===== config.mk =====
export PLATFORM = sky130hd
export DESIGN_NAME = riscv_decode_stage
export DESIGN_NICKNAME = d
export VERILOG_FILES = /design/src/rtl/riscv_constants.sv /design/src/rtl/riscv_immgen.sv /design/src/rtl/riscv_decode_stage.sv
export SDC_FILE = /design/constraint.sdc
export NUM_CORES = 1
export LEC_CHECK = 0
export CORE_AREA = 3 3 177 179
export CTS_CLUSTER_DIAMETER = 200
export DETAILED_ROUTE_END_ITERATION = 10
export DIE_AREA = 0 0 180 182
export GPL_ROUTABILITY_DRIVEN = 0
export PLACE_DENSITY = 0.56
export SYNTH_ARGS = -nofsm -noshare
export SYNTH_HDL_FRONTEND = slang
export SYNTH_SLANG_ARGS = --single-unit

===== constraint.sdc =====
create_clock -name clk -period 4.1 [get_ports clk]
set_input_delay 0.41 -clock clk [delete_from_list [all_inputs] [get_ports clk]]
set_output_delay 0.41 -clock clk [all_outputs]
set_load 0.03 [all_outputs]

===== src/rtl/riscv_constants.sv =====
`default_nettype none
// ============================================================================
// Module   : riscv_constants (package)
// Purpose  : Shared RV32I opcode encodings, register-file write-enable
//            encoding and immediate-format selection helper.
// Revision : 1.0 - initial release
// ============================================================================
package riscv_constants;

    // Register-file write-enable encoding shared by decode and writeback
    localparam int                RF_WEN      = 1;
    localparam logic [RF_WEN-1:0] RF_WRITE    = 1'b1;
    localparam logic [RF_WEN-1:0] RF_NO_WRITE = 1'b0;

    // RV32I base opcodes (inst[6:0])
    localparam logic [6:0] OPC_OP       = 7'b0110011;
    localparam logic [6:0] OPC_OP_IMM   = 7'b0010011;
    localparam logic [6:0] OPC_LOAD     = 7'b0000011;
    localparam logic [6:0] OPC_STORE    = 7'b0100011;
    localparam logic [6:0] OPC_BRANCH   = 7'b1100011;
    localparam logic [6:0] OPC_LUI      = 7'b0110111;
    localparam logic [6:0] OPC_AUIPC    = 7'b0010111;
    localparam logic [6:0] OPC_JAL      = 7'b1101111;
    localparam logic [6:0] OPC_JALR     = 7'b1100111;
    localparam logic [6:0] OPC_SYSTEM   = 7'b1110011;
    localparam logic [6:0] OPC_MISC_MEM = 7'b0001111;

    // Immediate layouts
    typedef enum logic [2:0] {
        IMM_NONE = 3'd0,
        IMM_I    = 3'd1,
        IMM_S    = 3'd2,
        IMM_B    = 3'd3,
        IMM_U    = 3'd4,
        IMM_J    = 3'd5
    } imm_fmt_e;

    // Map an opcode to the immediate layout it carries
    function automatic imm_fmt_e imm_format(input logic [6:0] opcode);
        imm_fmt_e fmt;
        fmt = IMM_NONE;
        case (opcode)
            OPC_OP_IMM, OPC_LOAD, OPC_JALR: fmt = IMM_I;
            OPC_STORE:                      fmt = IMM_S;
            OPC_BRANCH:                     fmt = IMM_B;
            OPC_LUI, OPC_AUIPC:             fmt = IMM_U;
            OPC_JAL:                        fmt = IMM_J;
            default:                        fmt = IMM_NONE;
        endcase
        return fmt;
    endfunction

endpackage
`default_nettype wire


===== src/rtl/riscv_immgen.sv =====
`default_nettype none
// ============================================================================
// Module   : riscv_immgen
// Purpose  : Combinational immediate generator; extracts and sign-extends
//            the immediate selected by the instruction opcode.
// Revision : 1.0 - initial release
// ============================================================================
module riscv_immgen
    import riscv_constants::*;
(
    input  logic [31:0] inst,
    output logic [31:0] imm
);

    imm_fmt_e fmt;

    assign fmt = imm_format(inst[6:0]);

    // Reassemble the immediate bits for the selected layout; bit 31 is the sign
    always_comb begin
        imm = 32'd0;
        case (fmt)
            IMM_I:   imm = {{20{inst[31]}}, inst[31:20]};
            IMM_S:   imm = {{20{inst[31]}}, inst[31:25], inst[11:7]};
            IMM_B:   imm = {{19{inst[31]}}, inst[31], inst[7], inst[30:25],
                            inst[11:8], 1'b0};
            IMM_U:   imm = {inst[31:12], 12'd0};
            IMM_J:   imm = {{11{inst[31]}}, inst[31], inst[19:12], inst[20],
                            inst[30:21], 1'b0};
            default: imm = 32'd0;
        endcase
    end

endmodule
`default_nettype wire


===== src/rtl/riscv_decode_stage.sv =====
`default_nettype none
// ============================================================================
// Module   : riscv_decode_stage
// Purpose  : RV32I instruction decode with register-file read, writeback
//            bypass, load-use interlock and ID/EX pipeline register.
// Revision : 1.0 - initial release
// ============================================================================
module riscv_decode_stage
    import riscv_constants::*;
#(
    parameter int WORD_LENGTH = 32,
    parameter int ADDR_LENGTH = 5
) (
    input  logic                   clk,
    input  logic                   rst_n,
    input  logic                   if_valid,
    output logic                   if_ready,
    input  logic [31:0]            if_inst,
    input  logic [WORD_LENGTH-1:0] if_pc,
    input  logic                   flush,
    output logic [ADDR_LENGTH-1:0] rf_read_addr1,
    output logic [ADDR_LENGTH-1:0] rf_read_addr2,
    input  logic [WORD_LENGTH-1:0] rf_read_data1,
    input  logic [WORD_LENGTH-1:0] rf_read_data2,
    input  logic [RF_WEN-1:0]      wb_wen,
    input  logic [ADDR_LENGTH-1:0] wb_addr,
    input  logic [WORD_LENGTH-1:0] wb_data,
    output logic                   ex_valid,
    input  logic                   ex_ready,
    output logic [WORD_LENGTH-1:0] ex_pc,
    output logic [WORD_LENGTH-1:0] ex_rs1_val,
    output logic [WORD_LENGTH-1:0] ex_rs2_val,
    output logic [WORD_LENGTH-1:0] ex_imm,
    output logic [ADDR_LENGTH-1:0] ex_rd,
    output logic [RF_WEN-1:0]      ex_rf_wen,
    output logic [6:0]             ex_opcode,
    output logic [2:0]             ex_funct3,
    output logic                   ex_funct7b5,
    output logic                   ex_is_load,
    output logic                   ex_illegal
);

    // Instruction fields
    logic [6:0]             opcode;
    logic [ADDR_LENGTH-1:0] rd;
    logic [ADDR_LENGTH-1:0] rs1;
    logic [ADDR_LENGTH-1:0] rs2;
    logic [2:0]             funct3;

    assign opcode = if_inst[6:0];
    assign rd     = if_inst[11:7];
    assign funct3 = if_inst[14:12];
    assign rs1    = if_inst[19:15];
    assign rs2    = if_inst[24:20];

    assign rf_read_addr1 = rs1;
    assign rf_read_addr2 = rs2;

    // Immediate
    logic [31:0] imm;

    riscv_immgen u_immgen (
        .inst (if_inst),
        .imm  (imm)
    );

    // Opcode classification
    logic uses_rs2;
    logic writes_rd;
    logic is_legal;
    logic is_load;

    // Classify the opcode: which need rs2, which write rd, which are legal
    always_comb begin
        uses_rs2  = 1'b0;
        writes_rd = 1'b0;
        is_legal  = 1'b1;
        case (opcode)
            OPC_OP: begin
                uses_rs2  = 1'b1;
                writes_rd = 1'b1;
            end
            OPC_STORE, OPC_BRANCH: uses_rs2 = 1'b1;
            OPC_OP_IMM, OPC_LOAD, OPC_LUI, OPC_AUIPC, OPC_JAL, OPC_JALR:
                writes_rd = 1'b1;
            OPC_SYSTEM, OPC_MISC_MEM: is_legal = 1'b1;
            default: is_legal = 1'b0;
        endcase
    end

    assign is_load = (opcode == OPC_LOAD);

    // Operand selection: x0 reads zero, then writeback bypass, then RF data
    logic [WORD_LENGTH-1:0] rs1_val;
    logic [WORD_LENGTH-1:0] rs2_val;

    // Resolve each source operand with writeback forwarding
    always_comb begin
        rs1_val = rf_read_data1;
        rs2_val = rf_read_data2;
        if (rs1 == '0)
            rs1_val = '0;
        else if (wb_wen == RF_WRITE && wb_addr == rs1)
            rs1_val = wb_data;
        if (rs2 == '0)
            rs2_val = '0;
        else if (wb_wen == RF_WRITE && wb_addr == rs2)
            rs2_val = wb_data;
    end

    // Handshake and interlock
    logic hazard;
    logic stall;
    logic accept;

    assign hazard = ex_valid && ex_is_load && (ex_rd != '0) &&
                    ((ex_rd == rs1) || (uses_rs2 && (ex_rd == rs2)));
    assign stall  = ex_valid && !ex_ready;
    // A flush always drains the fetch side, whatever the back end is doing
    assign if_ready = flush ? 1'b1 : (!stall && !hazard);
    assign accept   = if_valid && if_ready;

    // ID/EX register: flush > stall hold > load > bubble
    always_ff @(posedge clk or negedge rst_n) begin
        if (!rst_n) begin
            ex_valid    <= 1'b0;
            ex_pc       <= '0;
            ex_rs1_val  <= '0;
            ex_rs2_val  <= '0;
            ex_imm      <= '0;
            ex_rd       <= '0;
            ex_rf_wen   <= RF_NO_WRITE;
            ex_opcode   <= '0;
            ex_funct3   <= '0;
            ex_funct7b5 <= 1'b0;
            ex_is_load  <= 1'b0;
            ex_illegal  <= 1'b0;
        end else if (flush) begin
            ex_valid  <= 1'b0;
            ex_rf_wen <= RF_NO_WRITE;
        end else if (stall) begin
            ex_valid  <= ex_valid;
        end else if (accept) begin
            ex_valid    <= 1'b1;
            ex_pc       <= if_pc;
            ex_rs1_val  <= rs1_val;
            ex_rs2_val  <= rs2_val;
            ex_imm      <= imm;
            ex_rd       <= rd;
            ex_rf_wen   <= (writes_rd && rd != '0) ? RF_WRITE : RF_NO_WRITE;
            ex_opcode   <= opcode;
            ex_funct3   <= funct3;
            ex_funct7b5 <= if_inst[30];
            ex_is_load  <= is_load;
            ex_illegal  <= !is_legal;
        end else begin
            // Bubble: hazard or idle fetch; suppress any stale write enable
            ex_valid  <= 1'b0;
            ex_rf_wen <= RF_NO_WRITE;
        end
    end

endmodule
`default_nettype wire

==> qor.txt, run 1 <==
Outcome - completed
Placed cells - 1321
Max stage delay on crit path - 0.60 ns
Setup bufs post-CTS - 0
Top delay family on crit path - buffers and inverters
Post-CTS Resized - 0
Cells along the critical path - clkdlybuf4s50_1 -> nand2b_1 -> a211oi_2 -> nand4_1 -> nand2_1 -> nand2_1 -> a21o_1 -> clkdlybuf4s50_1
Cell Area, Synth - 7460 um2
Yosys warnings - 0
Clock slew at reported path FFs - 0.06 ns
Area Growth Syn to Fin - 57.6%
Critical Path Start - if_inst[2]
First DRT Iteration DRCs - 424
Max clock buf depth - 2
Mapped Nets - 829
Wire length per cell - 20.2 um
Clock power frac - 35.7%
Final std cells w/o fill - 1352
CTS Root Cell - clkbuf_16
Rel. slew slack - 35.0%
Final net count - 1121
FF-to-FF Start - ex_rd[0]
Crit. path cell count - 8
GRT overflow - 0
Most common cell after layout, fill and taps aside - clkdlybuf4s50_1
First-pass GRT wire length - 41900 um
Power share of the combinational group - 29.2%
Critical path arrival - 2.72 ns
Finish-stage setup viols - 0
Slew Limit Fails - 0
Antenna-violating nets left - 0
WP data required - 3.69 ns
Tot GR Track Use - 16.3%
Kind of critical path - input port to output port
Vias/cell - 4.79
Hold buffer count at cts - 0
PnR Total Power - 5030 uW
Worst hold path class - input port to asynchronous set/reset pin
Crit Path Max Fanout - 12
Switching power - 1550 uW
Cell Int Power - 3490 uW
Worst setup margin - 0.972 ns
Initial antenna violation count - 1
Vias in the first global route - 6672
Sequential power share - 35.2%
R2R setup slack - 1.54 ns
EDFF count, synth - 0
Most frequent cells in the layout - clkdlybuf4s50_1 (328), dfrtp_1 (148), o21ai_0 (77)
ANT cells - 0
H-Tree Depth - 4
Synth top area cells - dfrtp_1 (50%), mux2i_1 (10%), o41ai_1 (7.9%), mux2_4 (5.2%), o21ai_0 (5.2%)
CTS tree - yes
Unrepaired setup endpoints after global routing - false
Clock Skew - 0.00985 ns
Max Cap Viol - 0
Min cycle time layout - 3.13 ns
WP buf/inv - 2
Sw frac - 30.7%
Pwr/cell area - 428 nW/um2
Share of cells above drive strength 1 - 8.63%
Num rows - 63
Maximum VDD drop - 0.000195 V
Largest net degree at the start of global routing - 163
Pre-CTS setup slack - 1.01 ns
Top_reg_cell synth - dfrtp_1
Distinct cells, synth - 42
DP HPWL - 19400 um
Number of synthesized register bits - 148
TritonCTS Buffers - 17
Final Core Density - 39.6%
Leak Pwr - 0.00452 uW
IO Pins - 330
Via Count - 6479
TritonRoute pass-1 iters - 4
CP startpoint kind - input port
Slowest CP cell - clkdlybuf4s50_1
Worst R2R End - ex_pc[9]
Final Hold Viols - 0
CTS sink cnt - 148
Die Span X - 180 um
Register area share after synthesis - 49.6%
Die H - 182 um
Crit. End Element - output port
Ys async rst share - 100%
TNS Setup - 0 ns
Syn avg cell area - 11.3 um2
Core outline area - 29700 um2
Tcrit/Tclk final - 76.3%
Post-synth top area share - 49.6%
Cell taking the most area after synthesis - dfrtp_1
Die ar. - 32800 um2
Fmax - 320 MHz
Later-pin clock latency in the skew report - 0.42 ns
Residual DRC - 0
Least-Margin Pin Slew - 0.968 ns
PortBufs - 329
CP Capture Point - if_ready
Initial core utilization - 25.1%
Gate Count Post-Synth - 658
R2R cell count - 7
Total wire length - 27300 um
-- logic make-up after synthesis --
logic type | count (synthesis) | share of synthesized area, %
muxes | 130 | 19.7
AOI/OAI and AO/OA | 205 | 18.0
and+or+nand+nor | 67 | 4.63
DFF | 148 | 49.6
xor gates and xnor gates | 20 | 2.35
buffers and inverters | 88 | 5.67
-- metal layers --
metal  share of wire [%]  vias up  track usage, %
met4                 1.6        2            4.46
met3                 6.1       29            3.95
met5               0.048        -               0
li1                    -     3031               -
met1                  43     3177            21.5
met2                  49      240            26.7
-- cells in the mapped netlist (all sizes together) (9+ instances only) --
cell,count
nand2,24
dfrtp,148
clkbuf,40
o21ai,89
o41ai,67
o31ai,14
inv,13
xor2,14
mux2i,75
mux2,55
buf,35
nor2,9
a21oi,24
-- registers in the layout, summed over array words and instances, names as in the netlist --
register     count
ex_opcode        7
ex_funct3        3
ex_rf_wen        1
ex_valid         1
ex_pc           32
ex_is_load       1
ex_illegal       1
ex_imm          32
ex_rd            5
ex_rs1_val      32
ex_funct7b5      1
ex_rs2_val      32
-- power by group through the flow --
stage / sequential [uW] / clock, uW / combinational [uW]
2_1_floorplan: 2180 / 0 / 347
3_3_place_gp: 1790 / 0 / 1480
3_5_place_dp: 1790 / 0 / 1480
4_1_cts: 1770 / 1850 / 1490
5_1_grt: 1800 / 1920 / 1550
6_report: 1770 / 1790 / 1470
-- final cells by class --
| type | count | area, um2 |
|---|---|---|
| multi-input combinational | 422 | 3360 |
| clock inverter | 12 | 228 |
| fill | 2873 | 18000 |
| clock buffer | 19 | 433 |
| sequential | 148 | 3700 |
| timing repair buffer | 348 | 3500 |
| inverter | 13 | 48.8 |
| tap | 390 | 488 |
-- stage by stage --
stage                     area [um2]  hold WS [ns]
after global placement         11100         0.467
after global routing           11800        0.0825
after floorplan                 7460         0.114
after CTS                      11800        0.0552
after detailed placement       11100         0.474
final                          11800        0.0345
-- how the worst min path moves through the flow --
stage | slack, ns | endpoint | depth (start not counted) | startpoint
final | 0.03 | ex_imm[13] | 1 | rst_n
after global placement | 0.47 | ex_pc[13] | 1 | ex_pc[13]
after floorplan | 0.11 | ex_funct3[0] | 0 | rst_n
after CTS | 0.06 | ex_rs2_val[7] | 1 | rst_n
after global routing | 0.08 | ex_imm[13] | 1 | rst_n
after detailed placement | 0.47 | ex_pc[5] | 1 | ex_pc[5]
-- worst register-to-register path: cells and delay by family (launching register included) --
kind | cells | cell delay (ns)
compound gates | 2 | 0.26
simple gates | 3 | 1.09
buf+inv | 1 | 0.30
mux | 1 | 0.34
flops | 1 | 0.46
(Power assumes the default switching activity.)
==> run 2, diff against run 1 <==
--- a/config.mk
+++ b/config.mk
@@ -10,7 +10,7 @@
 export DETAILED_ROUTE_END_ITERATION = 10
 export DIE_AREA = 0 0 180 182
 export GPL_ROUTABILITY_DRIVEN = 0
-export PLACE_DENSITY = 0.56
+export PLACE_DENSITY = 0.58
 export SYNTH_ARGS = -nofsm -noshare
 export SYNTH_HDL_FRONTEND = slang
 export SYNTH_SLANG_ARGS = --single-unit
==> constraint.sdc (replaced) <==
create_clock -name clk -period 2.75 [get_ports clk]
set_input_delay 0.275 -clock clk [delete_from_list [all_inputs] [get_ports clk]]
set_output_delay 0.275 -clock clk [all_outputs]
set_load 0.03 [all_outputs]
==> qor.txt, run 2 (synthesis gave the netlist of run 1 again) <==
Unrepaired setup endpoints after global routing - false
Pwr/cell area - 598 nW/um2 (+40%)
DP HPWL - 20600 um (+6.2%)
Finish-stage setup viols - 0 (unchanged)
Most used cell, CP - nand2_1
Worst hold path class - input port to asynchronous set/reset pin
Final instance area - 11900 um2 (+1.5%)
Maximum VDD drop - 0.000400 V (+100%)
Fmax - 425 MHz
Cells along the critical path - xor2_1 -> nor4_1 -> nand4_1 -> nand2_1 -> nand2_1 -> a21o_1 -> buf_4
Largest net degree at the start of global routing - 123 (-25%)
Outcome - completed
Placed cells - 1343 (+1.7%)
PnR Total Power - 7140 uW (+42%)
Num rows - 63 (unchanged)
Wire length per cell - 20.1 um (-0.38%)
Max stage delay on crit path - 0.48 ns (-0.12 ns)
CTS sink cnt - 148 (unchanged)
Critical Path Start - ex_rd[2]
IO Pins - 330 (unchanged)
CTS tree - yes
Most common cell after layout, fill and taps aside - clkdlybuf4s50_1
Slowest CP cell - dfrtp_1
Kind of critical path - register to output port
CP Capture Point - if_ready
Slew Limit Fails - 0 (unchanged)
Min cycle time layout - 2.35 ns
FF-to-FF Start - ex_rd[0]
CP startpoint kind - register
Max Cap Viol - 0 (unchanged)
Sequential standard cell area - 3700 um2 (unchanged)
Clock slew at reported path FFs - 0.07 ns (about the same)
Vias in the first global route - 6897 (+3.4%)
Core outline area - 29700 um2 (unchanged)
Crit. path cell count - 7 (-1)
Top delay family on crit path - simple AND/OR/NAND/NOR gates
Total wire length - 27700 um (+1.5%)
Final net count - 1144 (+2.1%)
Hold buffer count at cts - 1 (+1)
Post-CTS Resized - 0 (unchanged)
Placed cell areas - 11400 um2 (+2.3%)
Final Hold Viols - 0 (unchanged)
Pre-CTS setup slack - 0.148 ns (-0.859 ns)
Die H - 182 um (unchanged)
Least-Margin Pin Slew - 0.532 ns (-0.437 ns)
WP buf/inv - 1 (-1)
Vias/cell - 4.77 (-0.51%)
TritonRoute pass-1 iters - 4 (unchanged)
Residual DRC - 0 (unchanged)
Leak Pwr - 0.00460 uW (+1.8%)
GRT overflow - 0 (unchanged)
Later-pin clock latency in the skew report - 0.41 ns (about the same)
Die ar. - 32800 um2 (unchanged)
WP data required - 2.48 ns (-1.21 ns)
TNS Setup - 0 ns (unchanged)
Crit. End Element - output port
PortBufs - 329 (unchanged)
Share of cells above drive strength 1 - 11.0% (+2.3 points)
TritonCTS Buffers - 17 (unchanged)
Setup bufs post-CTS - 0 (unchanged)
Worst setup margin - 0.400 ns (-0.573 ns)
Area Growth Syn to Fin - 60.0%
First-pass GRT wire length - 43100 um (+2.8%)
First DRT Iteration DRCs - 353 (-17%)
Worst R2R End - ex_pc[7]
Initial antenna violation count - 3 (+2)
H-Tree Depth - 4 (unchanged)
CTS Root Cell - clkbuf_16
Via Count - 6570 (+1.4%)
Die Span X - 180 um (unchanged)
R2R cell count - 7 (unchanged)
Most frequent cells in the layout - clkdlybuf4s50_1 (327), dfrtp_1 (148), o21ai_0 (77)
Max clock buf depth - 2 (unchanged)
R2R setup slack - 0.41 ns (-1.13 ns)
Critical path arrival - 2.08 ns (-0.64 ns)
Antenna-violating nets left - 0 (unchanged)
Initial core utilization - 25.1% (unchanged)
Tcrit/Tclk final - 85.5%
# fillers - 2870 (-0.10%)
Final std cells w/o fill - 1378 (+1.9%)
Crit Path Max Fanout - 5 (-7)
Clock Skew - 0.0103 ns (+0.000465 ns)
Rel. slew slack - 64.6% (+30 points)
Tot GR Track Use - 16.6% (+0.36 points)
Multi-input logic area - 3360 um2 (+0.15%)
==> run 2: changes by cell type in the layout (fill, tap and decap cells not counted), sizes merged <==
cell	before	now
clkinvlp	1	5
bufinv	6	1
inv	15	17
diode	0	2
clkdlybuf4s50	328	327
buf	20	43
dlygate4sd3	0	1
==> run 2: final cells by class <==
cell class	instances	area share, %
Timing Repair Buffer	371	31.5
Sequential cell	148	31.0
Multi-Input combinational cell	422	28.2
Tap cell	390	4.09
Clock buffer	19	3.71
Clock inverter	13	1.05
Inverter	13	0.409
Antenna cell	2	0.0419
==> run 2: how the worst min path moves through the flow <==
| stage | startpoint | to | slack (ns) | depth (start not counted) |
|---|---|---|---|---|
| floorplan | rst_n | ex_funct3[0] | -0.02 | 0 |
| global placement | rst_n | ex_pc[27] | 0.27 | 1 |
| detailed placement | rst_n | ex_pc[27] | 0.27 | 1 |
| CTS | rst_n | ex_pc[27] | 0.38 | 2 |
| global route | rst_n | ex_pc[27] | 0.40 | 2 |
| finish | rst_n | ex_pc[27] | 0.38 | 2 |
==> run 2: per-stage QoR <==
stage / hold slack [ns] / util [%]
after floorplan: -0.0206 / -
after global placement: 0.273 / 38.2
after detailed placement: 0.270 / 38.2
after CTS: 0.383 / 40.2
after global routing: 0.404 / 40.2
final: 0.375 / 40.2
==> run 2: routing by layer <==
layer | share of wire (%) | vias up | global-route usage (%)
li1 | - | 3095 | -
met1 | 43 | 3252 | 21.6
met2 | 49 | 203 | 27.1
met3 | 6.9 | 18 | 5.11
met4 | 1.1 | 2 | 4.18
met5 | 0.047 | - | 0
==> run 2: worst reg2reg max path: stages (launching register included) <==
cell and delay, ns:
dfrtp_1 0.46, or4_1 0.54, o21a_1 0.19, nand2_1 0.12
a21oi_4 0.06, nor2_4 0.21, buf_12 0.27, mux2_1 0.36
==> run 2: where the power goes <==
part	leakage (uW)	switching (uW)	internal, uW
registers	0.00185	170	2470
clock network	0.000263	1010	1280
logic	0.00249	1170	1040
==> run 3, diff against run 2 <==
--- a/config.mk
+++ b/config.mk
@@ -5,12 +5,13 @@
 export SDC_FILE = /design/constraint.sdc
 export NUM_CORES = 1
 export LEC_CHECK = 0
-export CORE_AREA = 3 3 177 179
+export ABC_AREA = 1
+export CORE_AREA = 3 3 186 188
 export CTS_CLUSTER_DIAMETER = 200
 export DETAILED_ROUTE_END_ITERATION = 10
-export DIE_AREA = 0 0 180 182
+export DIE_AREA = 0 0 189 191
 export GPL_ROUTABILITY_DRIVEN = 0
-export PLACE_DENSITY = 0.58
+export PLACE_DENSITY = 0.57
 export SYNTH_ARGS = -nofsm -noshare
 export SYNTH_HDL_FRONTEND = slang
 export SYNTH_SLANG_ARGS = --single-unit
==> qor.txt, run 3 <==
Outcome - completed
Post-Synth XOR/XNOR Area - 1.06% (-1.3 points)
Crit Path Max Fanout - 8 (+3)
GRT overflow - 0 (unchanged)
Final net count - 1670 (+46%)
First DRT Iteration DRCs - 566 (+60%)
DP HPWL - 22000 um (+6.8%)
Num rows - 67 (+6.3%)
Top_reg_cell synth - dfrtp_1
Most frequent cells in the layout - nand2_1 (494), clkdlybuf4s50_1 (327), nand3_1 (169)
CTS Root Cell - clkbuf_16
Die ar. - 36100 um2 (+10%)
Cell taking the most area after synthesis - dfrtp_1
Pwr/cell area - 568 nW/um2 (-5.0%)
First-pass GRT wire length - 48400 um (+12%)
Worst hold path class - input port to asynchronous set/reset pin
IO Pins - 330 (unchanged)
Kind of critical path - input port to output port
Via Count - 8611 (+31%)
Post-CTS Resized - 0 (unchanged)
Distinct cells, synth - 26 (-38%)
Die H - 191 um (+4.9%)
TritonRoute pass-1 iters - 5 (+1)
Setup bufs post-CTS - 0 (unchanged)
R2R setup slack - 0.84 ns (+0.43 ns)
Syn avg cell area - 6.81 um2 (-40%)
Crit. End Element - output port
WP data required - 2.48 ns (about the same)
Tightest hold margin - 0.246 ns (-0.129 ns)
Final Hold Viols - 0 (unchanged)
CTS sink cnt - 148 (unchanged)
Least-Margin Pin Slew - 0.741 ns (+0.209 ns)
Yosys warnings - 0 (unchanged)
FF-to-FF Start - ex_rd[3]
Antenna-violating nets left - 0 (unchanged)
R2R cell count - 8 (+1)
Tot GR Track Use - 17.1% (+0.44 points)
Slowest CP cell - clkdlybuf4s50_1
Vias in the first global route - 8399 (+22%)
Gate Count Post-Synth - 1211 (+84%)
Share of cells above drive strength 1 - 4.43% (-6.5 points)
Post-synthesis mux area share - 0% (-20 points)
PortBufs - 329 (unchanged)
Core outline area - 33300 um2 (+12%)
Unrepaired setup endpoints after global routing - false
Max Cap Viol - 0 (unchanged)
Maximum VDD drop - 0.000407 V (+1.6%)
Clock slew at reported path FFs - 0.06 ns (about the same)
Fmax - 464 MHz (+9.0%)
Rel. slew slack - 50.6% (-14 points)
Vias/cell - 4.39 (-7.9%)
Initial antenna violation count - 4 (+1)
Worst R2R End - ex_rs1_val[19]
Later-pin clock latency in the skew report - 0.43 ns (+0.02 ns)
Sequential standard cell area - 3700 um2 (unchanged)
Critical path arrival - 1.88 ns (-0.20 ns)
Max stage delay on crit path - 0.60 ns (+0.12 ns)
Largest net degree at the start of global routing - 88 (-28%)
Leak Pwr - 0.00663 uW (+44%)
CTS tree - yes
TNS Setup - 0 ns (unchanged)
Synth top area cells - dfrtp_1 (45%), nand2_1 (22%), nand3_1 (10%), nor2_1 (7.1%), inv_1 (4.4%)
Number of synthesized register bits - 148 (unchanged)
Clock Skew - 0.0131 ns (+0.00283 ns)
H-Tree Depth - 4 (unchanged)
Slew Limit Fails - 0 (unchanged)
Largest family of logic cells by synthesized area - simple AND/OR/NAND/NOR gates
Most common cell in the synthesized netlist - nand2_1
Leading post-synthesis cells by instance count - nand2_1 (494), nand3_1 (172), nor2_1 (157)
Hold buffer count at cts - 1 (unchanged)
Die Span X - 189 um (+5.0%)
Finish-stage setup viols - 0 (unchanged)
Most common cell after layout, fill and taps aside - nand2_1
TritonCTS Buffers - 17 (unchanged)
Max clock buf depth - 2 (unchanged)
Mapped Nets - 1382 (+67%)
Initial core utilization - 24.8% (-0.32 points)
Multi-input logic area - 3740 um2 (+11%)
Min cycle time layout - 2.16 ns (-0.193 ns)
Area fraction in and, or, nand and nor cells after synthesis - 42.4% (+38 points)
Cell Area, Synth - 8250 um2 (+11%)
Area Growth Syn to Fin - 51.4%
Total wire length - 31500 um (+14%)
Wire length per cell - 16.1 um (-20%)
Residual DRC - 0 (unchanged)
Ys async rst share - 100% (unchanged)
Post-synth top area share - 44.9% (-4.8 points)
Register area share after synthesis - 44.9% (-4.8 points)
EDFF count, synth - 0 (unchanged)
# fillers - 3524 (+23%)
Cells along the critical path - clkdlybuf4s50_1 -> nor2_1 -> o21ai_2 -> nor2_1 -> nand2_1 -> nand2_1 -> a21oi_1 -> buf_12
CP startpoint kind - input port
Tcrit/Tclk final - 78.4% (-7.0 points)
Compound-gate portion of the synthesized area - 1.47% (-17 points)
Fraction of the mapped netlist area in adder cells - 0% (unchanged)
## run 3: changes by cell type after synthesis, moves of 26 or more
cell / change
nand3_1: +169
nor2_1: +149
o21ai_0: -65
mux2_4: -26
nand2_1: +470
inv_1: +83
o41ai_1: -67
mux2_1: -29
mux2i_1: -75
## run 3: power by group
part           switching, uW  leakage, uW  total [uW]  internal (uW)
clock                   1040     0.000278        2320           1280
sequential               169      0.00189        2620           2460
combinational           1240      0.00446        2160            920
## run 3: area by class of cell
class | count | area share [%]
multi-input combinational | 883 | 29.9
timing repair buffer | 352 | 28.5
clock inverter | 13 | 1.01
inverter | 97 | 2.91
antenna | 2 | 0.0401
sequential | 148 | 29.6
clock buffer | 18 | 3.52
tap | 448 | 4.49
## run 3: cell families (layout without fill, tap and decap cells)
family	after synthesis	count (layout)
AO/OA/AOI/OAI	23	23
XOR/XNOR	10	10
buffers and inverters	180	480
flip-flops	148	148
other	0	2
AND/OR/NAND/NOR	850	850
## run 3: critical path, delay by kind of cell
family / cells / cell delay, ns
buf+inv: 2 / 0.77
compound gates: 2 / 0.48
simple gates: 4 / 0.35
## run 3: per-layer routing
| layer | GRT usage (%) | up-vias | routed length, um |
|---|---|---|---|
| met5 | 0 | - | 27 |
| met4 | 6.24 | 4 | 837 |
| met3 | 4.31 | 42 | 2090 |
| met2 | 27.4 | 287 | 14600 |
| met1 | 22.3 | 3992 | 13900 |
| li1 | - | 4286 | - |
## run 3: worst max-delay path by stage
stage / from / cells after the start / end
after floorplan: ex_rd[2] / 5 / if_ready
after global placement: if_inst[15] / 10 / ex_rs1_val[19]
after detailed placement: if_inst[15] / 11 / ex_rs1_val[5]
after CTS: if_inst[6] / 8 / if_ready
after global routing: if_inst[2] / 10 / if_ready
final: if_inst[6] / 8 / if_ready
## run 3: metrics by stage
stage          instances  cell area (um2)  utilization (%)  setup WS (ns)  total power, uW
2_1_floorplan       1211             8250                -           1.06             3740
3_3_place_gp        1927            11900             35.8          0.350             4830
3_5_place_dp        1927            11900             35.8          0.335             4840
4_1_cts             1959            12500             37.5          0.583             7210
5_1_grt             1961            12500             37.5          0.457             7460
6_report            1961            12500             37.5          0.593             7100
